## config.mk

```make
export PLATFORM = sky130hd
export DESIGN_NAME = enemy_spawn_ctrl
export DESIGN_NICKNAME = d
export VERILOG_FILES = /design/src/rtl/enemy_spawn_ctrl.sv
export SDC_FILE = /design/constraint.sdc
export NUM_CORES = 1
export LEC_CHECK = 0
export BUFFER_PORTS_ARGS = -buffer_cell sky130_fd_sc_hd__buf_2
export CAP_MARGIN = 20
export CORE_ASPECT_RATIO = 1.1
export CORE_MARGIN = 2
export CORE_UTILIZATION = 65
export CTS_CLUSTER_SIZE = 10
export DETAILED_ROUTE_END_ITERATION = 12
export GPL_TIMING_DRIVEN = 0
export HOLD_SLACK_MARGIN = 0.15
export PLACE_DENSITY = 0.92
export SYNTH_ARGS = -nofsm -noshare
export SYNTH_HDL_FRONTEND = slang
export SYNTH_SLANG_ARGS = --single-unit
```

## constraint.sdc

```tcl
create_clock -name clk -period 25.7 [get_ports clk]
set_input_delay 1.285 -clock clk [delete_from_list [all_inputs] [get_ports clk]]
set_output_delay 1.285 -clock clk [all_outputs]
set_load 0.01 [all_outputs]
```

## src/rtl/enemy_spawn_ctrl.sv

```systemverilog
// Enemy slot spawn/retire controller: paces spawns into ten slots, scores hits,
// charges lives for enemies reaching the bottom edge, and ramps the flying rate.
module enemy_spawn_ctrl #(
   parameter logic [23:0] SPAWN_INTERVAL = 24'd6250000,
   parameter logic [1:0]  START_LIVES    = 2'd3,
   parameter logic [7:0]  LEVEL_STEP     = 8'd8
) (
   input  logic       clk,
   input  logic       reset,
   input  logic       start,
   input  logic [9:0] hit,
   input  logic [9:0] touch_edge,
   output logic [9:0] c_en,
   output logic [9:0] des,
   output logic       move_en,
   output logic [1:0] flying_rate,
   output logic [7:0] score,
   output logic [1:0] lives,
   output logic       game_over
);

   localparam int unsigned NSLOT = 10;

   localparam logic [1:0] S_IDLE  = 2'd0;
   localparam logic [1:0] S_CLEAR = 2'd1;
   localparam logic [1:0] S_RUN   = 2'd2;
   localparam logic [1:0] S_OVER  = 2'd3;

   logic [1:0]  state_q, state_d;
   logic [9:0]  c_en_q, c_en_d;
   logic [9:0]  des_q, des_d;
   logic        move_en_q, move_en_d;
   logic        game_over_q, game_over_d;
   logic [1:0]  rate_q, rate_d;
   logic [7:0]  score_q, score_d;
   logic [1:0]  lives_q, lives_d;
   logic [23:0] timer_q, timer_d;
   logic [3:0]  ptr_q, ptr_d;
   logic [7:0]  lvl_q, lvl_d;

   // Only slots active on this edge count; a simultaneous hit wins over an edge touch.
   logic [9:0] ev_c, hits_c, touches_c;
   assign ev_c      = c_en_q & (hit | touch_edge);
   assign hits_c    = c_en_q & hit;
   assign touches_c = c_en_q & touch_edge & ~hit;

   always_ff @(posedge clk or posedge reset) begin
      if (reset) begin
         state_q     <= S_IDLE;
         c_en_q      <= '0;
         des_q       <= '0;
         move_en_q   <= 1'b0;
         game_over_q <= 1'b0;
         rate_q      <= '0;
         score_q     <= '0;
         lives_q     <= '0;
         timer_q     <= '0;
         ptr_q       <= '0;
         lvl_q       <= '0;
      end else begin
         state_q     <= state_d;
         c_en_q      <= c_en_d;
         des_q       <= des_d;
         move_en_q   <= move_en_d;
         game_over_q <= game_over_d;
         rate_q      <= rate_d;
         score_q     <= score_d;
         lives_q     <= lives_d;
         timer_q     <= timer_d;
         ptr_q       <= ptr_d;
         lvl_q       <= lvl_d;
      end
   end

   always_comb begin : p_next
      logic [3:0] nh;
      logic [3:0] nt;
      logic [8:0] score_sum;
      logic [8:0] lvl_sum;
      logic [3:0] inc;
      logic [4:0] rate_sum;
      logic [1:0] lives_left;
      logic [4:0] isum;
      logic [3:0] idx;
      logic       found;
      logic [3:0] sel;

      state_d   = state_q;
      c_en_d    = c_en_q;
      des_d     = '0;
      rate_d    = rate_q;
      score_d   = score_q;
      lives_d   = lives_q;
      timer_d   = timer_q;
      ptr_d     = ptr_q;
      lvl_d     = lvl_q;

      nh        = 4'($countones(hits_c));
      nt        = 4'($countones(touches_c));
      score_sum = 9'(score_q) + 9'(nh);
      lvl_sum   = 9'(lvl_q) + 9'(nh);
      inc       = '0;
      // Each full LEVEL_STEP of hits bumps the rate; the remainder carries over.
      for (int k = 0; k < 11; k++) begin
         if (lvl_sum >= 9'(LEVEL_STEP)) begin
            lvl_sum = lvl_sum - 9'(LEVEL_STEP);
            inc     = inc + 4'd1;
         end
      end
      rate_sum   = 5'(rate_q) + 5'(inc);
      lives_left = (4'(lives_q) <= nt) ? 2'd0 : lives_q - 2'(nt);

      // Round-robin search for a free slot from the pointer, on registered enables.
      found = 1'b0;
      sel   = '0;
      for (int k = 0; k < 10; k++) begin
         isum = 5'(ptr_q) + 5'(k);
         if (isum >= 5'(NSLOT)) isum = isum - 5'(NSLOT);
         idx = isum[3:0];
         if (!found && !c_en_q[idx]) begin
            found = 1'b1;
            sel   = idx;
         end
      end

      case (state_q)
         S_IDLE, S_OVER: begin
            c_en_d = '0;
            if (start) begin
               state_d = S_CLEAR;
               des_d   = '1;
            end
         end
         S_CLEAR: begin
            state_d = S_RUN;
            c_en_d  = '0;
            score_d = '0;
            lives_d = START_LIVES;
            rate_d  = '0;
            timer_d = SPAWN_INTERVAL - 24'd1;
            ptr_d   = '0;
            lvl_d   = '0;
         end
         S_RUN: begin
            c_en_d  = c_en_q & ~ev_c;
            des_d   = ev_c;
            score_d = (score_sum > 9'd255) ? 8'hFF : score_sum[7:0];
            lvl_d   = lvl_sum[7:0];
            rate_d  = (rate_sum > 5'd3) ? 2'd3 : rate_sum[1:0];
            lives_d = lives_left;
            if (lives_left == 2'd0) begin
               state_d = S_OVER;
               c_en_d  = '0;
               des_d   = '1;
            end else if (timer_q == 24'd0) begin
               if (found) begin
                  c_en_d[sel] = 1'b1;
                  ptr_d       = (sel == 4'd9) ? 4'd0 : sel + 4'd1;
                  timer_d     = SPAWN_INTERVAL - 24'd1;
               end
            end else begin
               timer_d = timer_q - 24'd1;
            end
         end
         default: state_d = S_IDLE;
      endcase

      move_en_d   = (state_d == S_RUN);
      game_over_d = (state_d == S_OVER);
   end

   assign c_en        = c_en_q;
   assign des         = des_q;
   assign move_en     = move_en_q;
   assign game_over   = game_over_q;
   assign flying_rate = rate_q;
   assign score       = score_q;
   assign lives       = lives_q;

endmodule

```

-- Word level (Yosys, flattened, before mapping)
Cells that the tools add are included.
- order comparisons: 36
- mux-type cells: 100
- add/sub/neg operators: 64
- bitwise logic cells: 9
- reduce and logical (&&, ||, !) cells: 35
- equality and inequality tests: 10
- operators with widths (cell ; count):
    $mux W4 ; 34
    $ge A9 B4 Y1 const B ; 11
    $mux W9 ; 10
    $sub A9 B4 Y9 const B ; 10
    $mux W24 ; 3
    $lt A4 B5 Y1 const B ; 11
    $and A10 B10 Y10 ; 5
    $mux W10 ; 5
    $pmux W24 S2 ; 1
    $ge A5 B4 Y1 const B ; 9
    $add A4 B1 Y4 const B ; 11
    $bmux W1 S4 ; 10
    $pmux W10 S2 ; 2
    $sub A4 B4 Y4 const B ; 10
    $pmux W8 S2 ; 2
    $logic_not A24 Y1 ; 1
    $sub A24 B1 Y24 const B ; 1
    $mux W1 ; 22
    $add A1 B1 Y2 ; 10
    $add A4 B3 Y5 const B ; 4
    $not A10 Y10 ; 2
    $or A10 B10 Y10 ; 2
    $add A8 B4 Y9 ; 2
    $logic_not A1 Y1 ; 17
    32 further kinds ; 59
- output and inout bits: 34
- bits of input ports: 23
- flip-flop bits (word level): 72
- logic and storage cells: 265

-- Depth between registers and ports, before layout
- word-level depth: 41
- gate-level depth with buffers: 52

-- Worst setup path before layout
No wires, ideal clock.
- path type: input-to-reg
- from: input hit[0]
- to: register rate_q[1] (netlist: flying_rate[1])
- library setup time: 0.140 ns
- arrival time: 12.386 ns
- path buffers: 1
- stages on the path: 48
- path slack: 13.175 ns
- cells stage by stage: and2_1 > fa_1 > inv_1 > fa_1 > fa_1 > inv_1 > ha_1 > fa_1 > inv_1 > fa_1 > nand2b_1 > a21oi_1 > xor2_1 > inv_1 > ha_1 > and2_1 > mux2_2 > a311oi_1 > [12 not listed] > ha_1 > mux2_2 > ha_1 > a21oi_1 > nor2_1 > ha_1 > nand2_1 > o31ai_1 > ha_1 > mux2_2 > ha_1 > mux2_2 > ha_1 > mux2_2 > ha_1 > a211oi_1 > mux2_2 > a41oi_1
- longest elaborated chain between the ends: 32
- elaborated cells on any way between the ends: 62
- those cells by class: add/sub: 26; order compare: 12; mux: 23; bitwise: 1
- ends and longest elaborated chain (element ; RTL line ; source):
    start, declared ; 11 ; input logic [9:0] hit,
    $and A10 B10 Y10 * ; 44 ; assign hits_c = c_en_q & hit;
    $add A1 B1 Y2 (not written as such) * ; 98 ; nh = 4'($countones(hits_c));
    $add A2 B2 Y3 (not written as such) * ; 98 ;
    $add A3 B3 Y4 (not written as such) * ; 98 ;
    $add A4 B2 Y4 (not written as such) * ; 98 ;
    $add A8 B4 Y9 * ; 101 ; lvl_sum = 9'(lvl_q) + 9'(nh);
    $sub A9 B4 Y9 or $ge A9 B4 Y1 (tied branches) ; 106, 105 ;
    $mux W9 or $mux W1 (tied branches) ; 105 ; if (lvl_sum >= 9'(LEVEL_STEP)) begin
    [16 not listed] ; -- ;
    $sub A9 B4 Y9 (tied with other cells) ; 106 ; lvl_sum = lvl_sum - 9'(LEVEL_STEP);
    $mux W9 or $mux W4 (tied branches) ; 105 ;
    $ge A9 B4 Y1 or $add A4 B1 Y4 (tied branches) ; 105, 107 ;
    $mux W4 * ; 105 ;
    $add A2 B4 Y5 * ; 110 ; rate_sum = 5'(rate_q) + 5'(inc);
    $gt A5 B2 Y1 ; 149 ; rate_d = (rate_sum > 5'd3) ? 2'd3 : rate_sum[1:0];
    $mux W2 * ; 149 ;
    $pmux W2 S2 * ; 126 ; case (state_q)
    end signal, assigned ; 66 ; rate_q <= rate_d;
    end, declared ; 34 ; logic [1:0] rate_q, rate_d;
Mark *: on every way between the ends. The rest lies on a longest branch, timed or not.
A chain may end at the register's enable or synchronous reset.

-- Final worst setup path
Same ends and word-level chain as after synthesis.

==> out/results.ini <==
[status]
outcome = finished, final reports clean

[placed_design]
dp_hpwl_um = 17600
io_buffers = 56
gp_congestion = 0.994

[worst_setup_path]
cp-start-kind = input pin
path_class = in2reg
crit_arrival_ns = 13.64
worstPathRequired_ns = 25.91
cp-end-kind = register
slowest_delay_ns = 0.57
cpMostUsedCell = ha_1
cp_max_fo = 7
crit_slowest_cell = fa_1

[cells_and_area]
final_layout_size_suffix_gt1_share_pct = 12.6
diodes = 0
num-nets-final = 1212
syn2layout_area_growth_pct = 9.79

[floorplanning]
core-area_um2 = 12800
die_h_um = 124
die_area_um2 = 14100
num_io_pins = 57
die_x_um = 113
start_util_pct = 67.1
row_count = 43

[timing]
rsz0062_at_grt = false
maxSlewHeadroom_pct = 34.6
max_freq_ghz = 0.0745
clock_skew_ns = 0.0102
finalSetupViolCount = 0
period_needed_ns = 13.43
slew_violations = 0
hold_viol_final = 0
fin_crit_sh_pct = 52.3
tightest_slew_ns = 0.975
fin_setup_tns_ns = 0

[yosys]
yosysWarnings = 0
synthFlopType = dfrtp_1
syn_avg_cell_area_um2 = 8.15
yosys-top-cells-area = dfrtp_1, ha_1, nand2_1
netlist.area_leader.share_pct = 21.1
synth-edff-count = 0
synth_top_cell_by_area = dfrtp_1
synthCells = 1050
syn_area_um2 = 8550
synth_fp_nets = 1144
yosysSeqAreaShare_pct = 21.1
synth-seq-cells = 72
async_reset_ff_share_pct = 100
synthDistinctLibCells = 100

[global_routing]
grt_pass1_wl_um = 39100
grt_usage_pct = 33.3
grt_max_degree = 73
grt_pass1_vias = 8150
antenna_found_initial = 0
grt-ovfl-total = 0

[drt]
num_vias = 8526
first_pass_iters = 7
ant_nets = 0
drt_iter0_drc = 999
route.detailed.drc = 0
vias_per_cell = 6.66
wl_per_cell_um = 18.3
drt-total-wl_um = 23400

[cts]
numCtsBuffers = 9
cts_resized = 0
cts.clk_slew.worst_paths_ns = 0.06
cts_buffer_depth = 2
clock-root-buffer = clkbuf_16
clock_sinks = 72
clk_latency_ns = 0.34
cts_tree = done
ctsHoldBuffers = 0
cts_setup_buffers = 0
htree_levels = 3

[flow_run]
max_cap_violations = 0

[hold_path]
holdCritPathClass = reg2reg

worst paths after layout:
kind,startpoint,endpoint,slack [ns],cells after the start
max,hit[0],flying_rate[1]$_DFFE_PP0N_,12.27,51
min,lvl_q[3]$_DFFE_PP0N_,lvl_q[3]$_DFFE_PP0N_,0.50,2
max reg2reg,c_en[0]$_DFF_PP0_,flying_rate[1]$_DFFE_PP0N_,12.77,50
min reg2reg,lvl_q[3]$_DFFE_PP0N_,lvl_q[3]$_DFFE_PP0N_,0.50,2
max in group asynchronous,reset,timer_q[12]$_DFFE_PP0P_,23.97,2
min in group asynchronous,reset,lvl_q[5]$_DFFE_PP0N_,1.15,2
through the flow:
step           hold slack, ns  instances  utilization (%)  cell area (um^2)  setup slack, ns
5_1_grt                 0.554       1280             73.6              9390            11.57
3_3_place_gp            0.473       1263             70.8              9030            12.23
2_1_floorplan           0.459       1050                -              8550            13.17
3_5_place_dp            0.487       1263             70.8              9030            12.03
4_1_cts                 0.502       1279             73.6              9390            12.33
6_report                0.504       1280             73.6              9390            12.27
area by class of cell:
type	instances	area [um^2]
Inverter	81	319
Sequential cell	72	1800
Clock buffer	9	225
Multi-Input combinational cell	867	6310
Clock inverter	7	126
Buffer	30	130
Timing Repair Buffer	57	285
Tap cell	157	196
Fill cell	902	3360
sequential cells by signal, indices dropped and copies added (netlist names):
register	cells
lvl_q	8
game_over	1
flying_rate	2
lives	2
move_en	1
timer_q	24
ptr_q	4
score	8
des	10
state_q	2
c_en	10
critical path, delay by kind of cell:
family,cells,cell delay [ns]
AO/OA/AOI/OAI,9,1.51
XOR/XNOR,1,0.39
adder cells (fa/ha/maj),17,6.08
buffers and inverters,9,1.03
multiplexers,6,1.54
AND/OR/NAND/NOR,9,1.79
placed cells by master, fill, tap and decap left out, types with 18 or more instances in the layout:
cell type  instances
a21oi_1           69
a31oi_1           19
and2_1            22
buf_2             60
clkbuf_1          18
dfrtp_1           72
ha_1              54
inv_1             74
nand2_1          120
nand3_1           23
nor2_1            84
nor3_1            24
o211ai_1          21
o21ai_0           57
xnor2_1           46
xor2_1            18
Yosys cell counts (all sizes together), types with 9 or more instances:
cell type and n:
nor3 25, and2 22, fa 17, a31oi 19
nor4 10, o31ai 9, o211ai 22, dfrtp 72
a21o 11, xor2 19, nand4 10, ha 54
o21ai 62, nor3b 10, mux2i 16, nor2 86
a211oi 18, clkbuf 19, mux4 11, inv 76
nand2 120, mux2 12, a21oi 71, xnor2 47
nand3 23, buf 11, nand2b 14, nor2b 14
routing by layer:
layer,track usage [%],routed length (um),vias up
met5,0,0,-
met4,12.9,771,0
met3,4.48,1700,75
met2,56.6,11500,421
met1,42.9,9450,4025
li1,-,-,4005
cells by family (layout without fill, tap and decap cells):
group | Yosys count | count (layout) | synth area share, %
AND/OR/NAND/NOR | 377 | 377 | 22.2
AO/OA/AOI/OAI | 311 | 311 | 25.6
buffers and inverters | 111 | 184 | 5.22
flip-flops | 72 | 72 | 21.1
adder cells (fa/ha/maj) | 71 | 71 | 11.9
XOR/XNOR | 69 | 69 | 7.74
multiplexers | 39 | 39 | 6.35
Power is left out: the tool's default activity adds up to more than one toggle a clock period on the data nets, which glitch-free logic cannot reach.
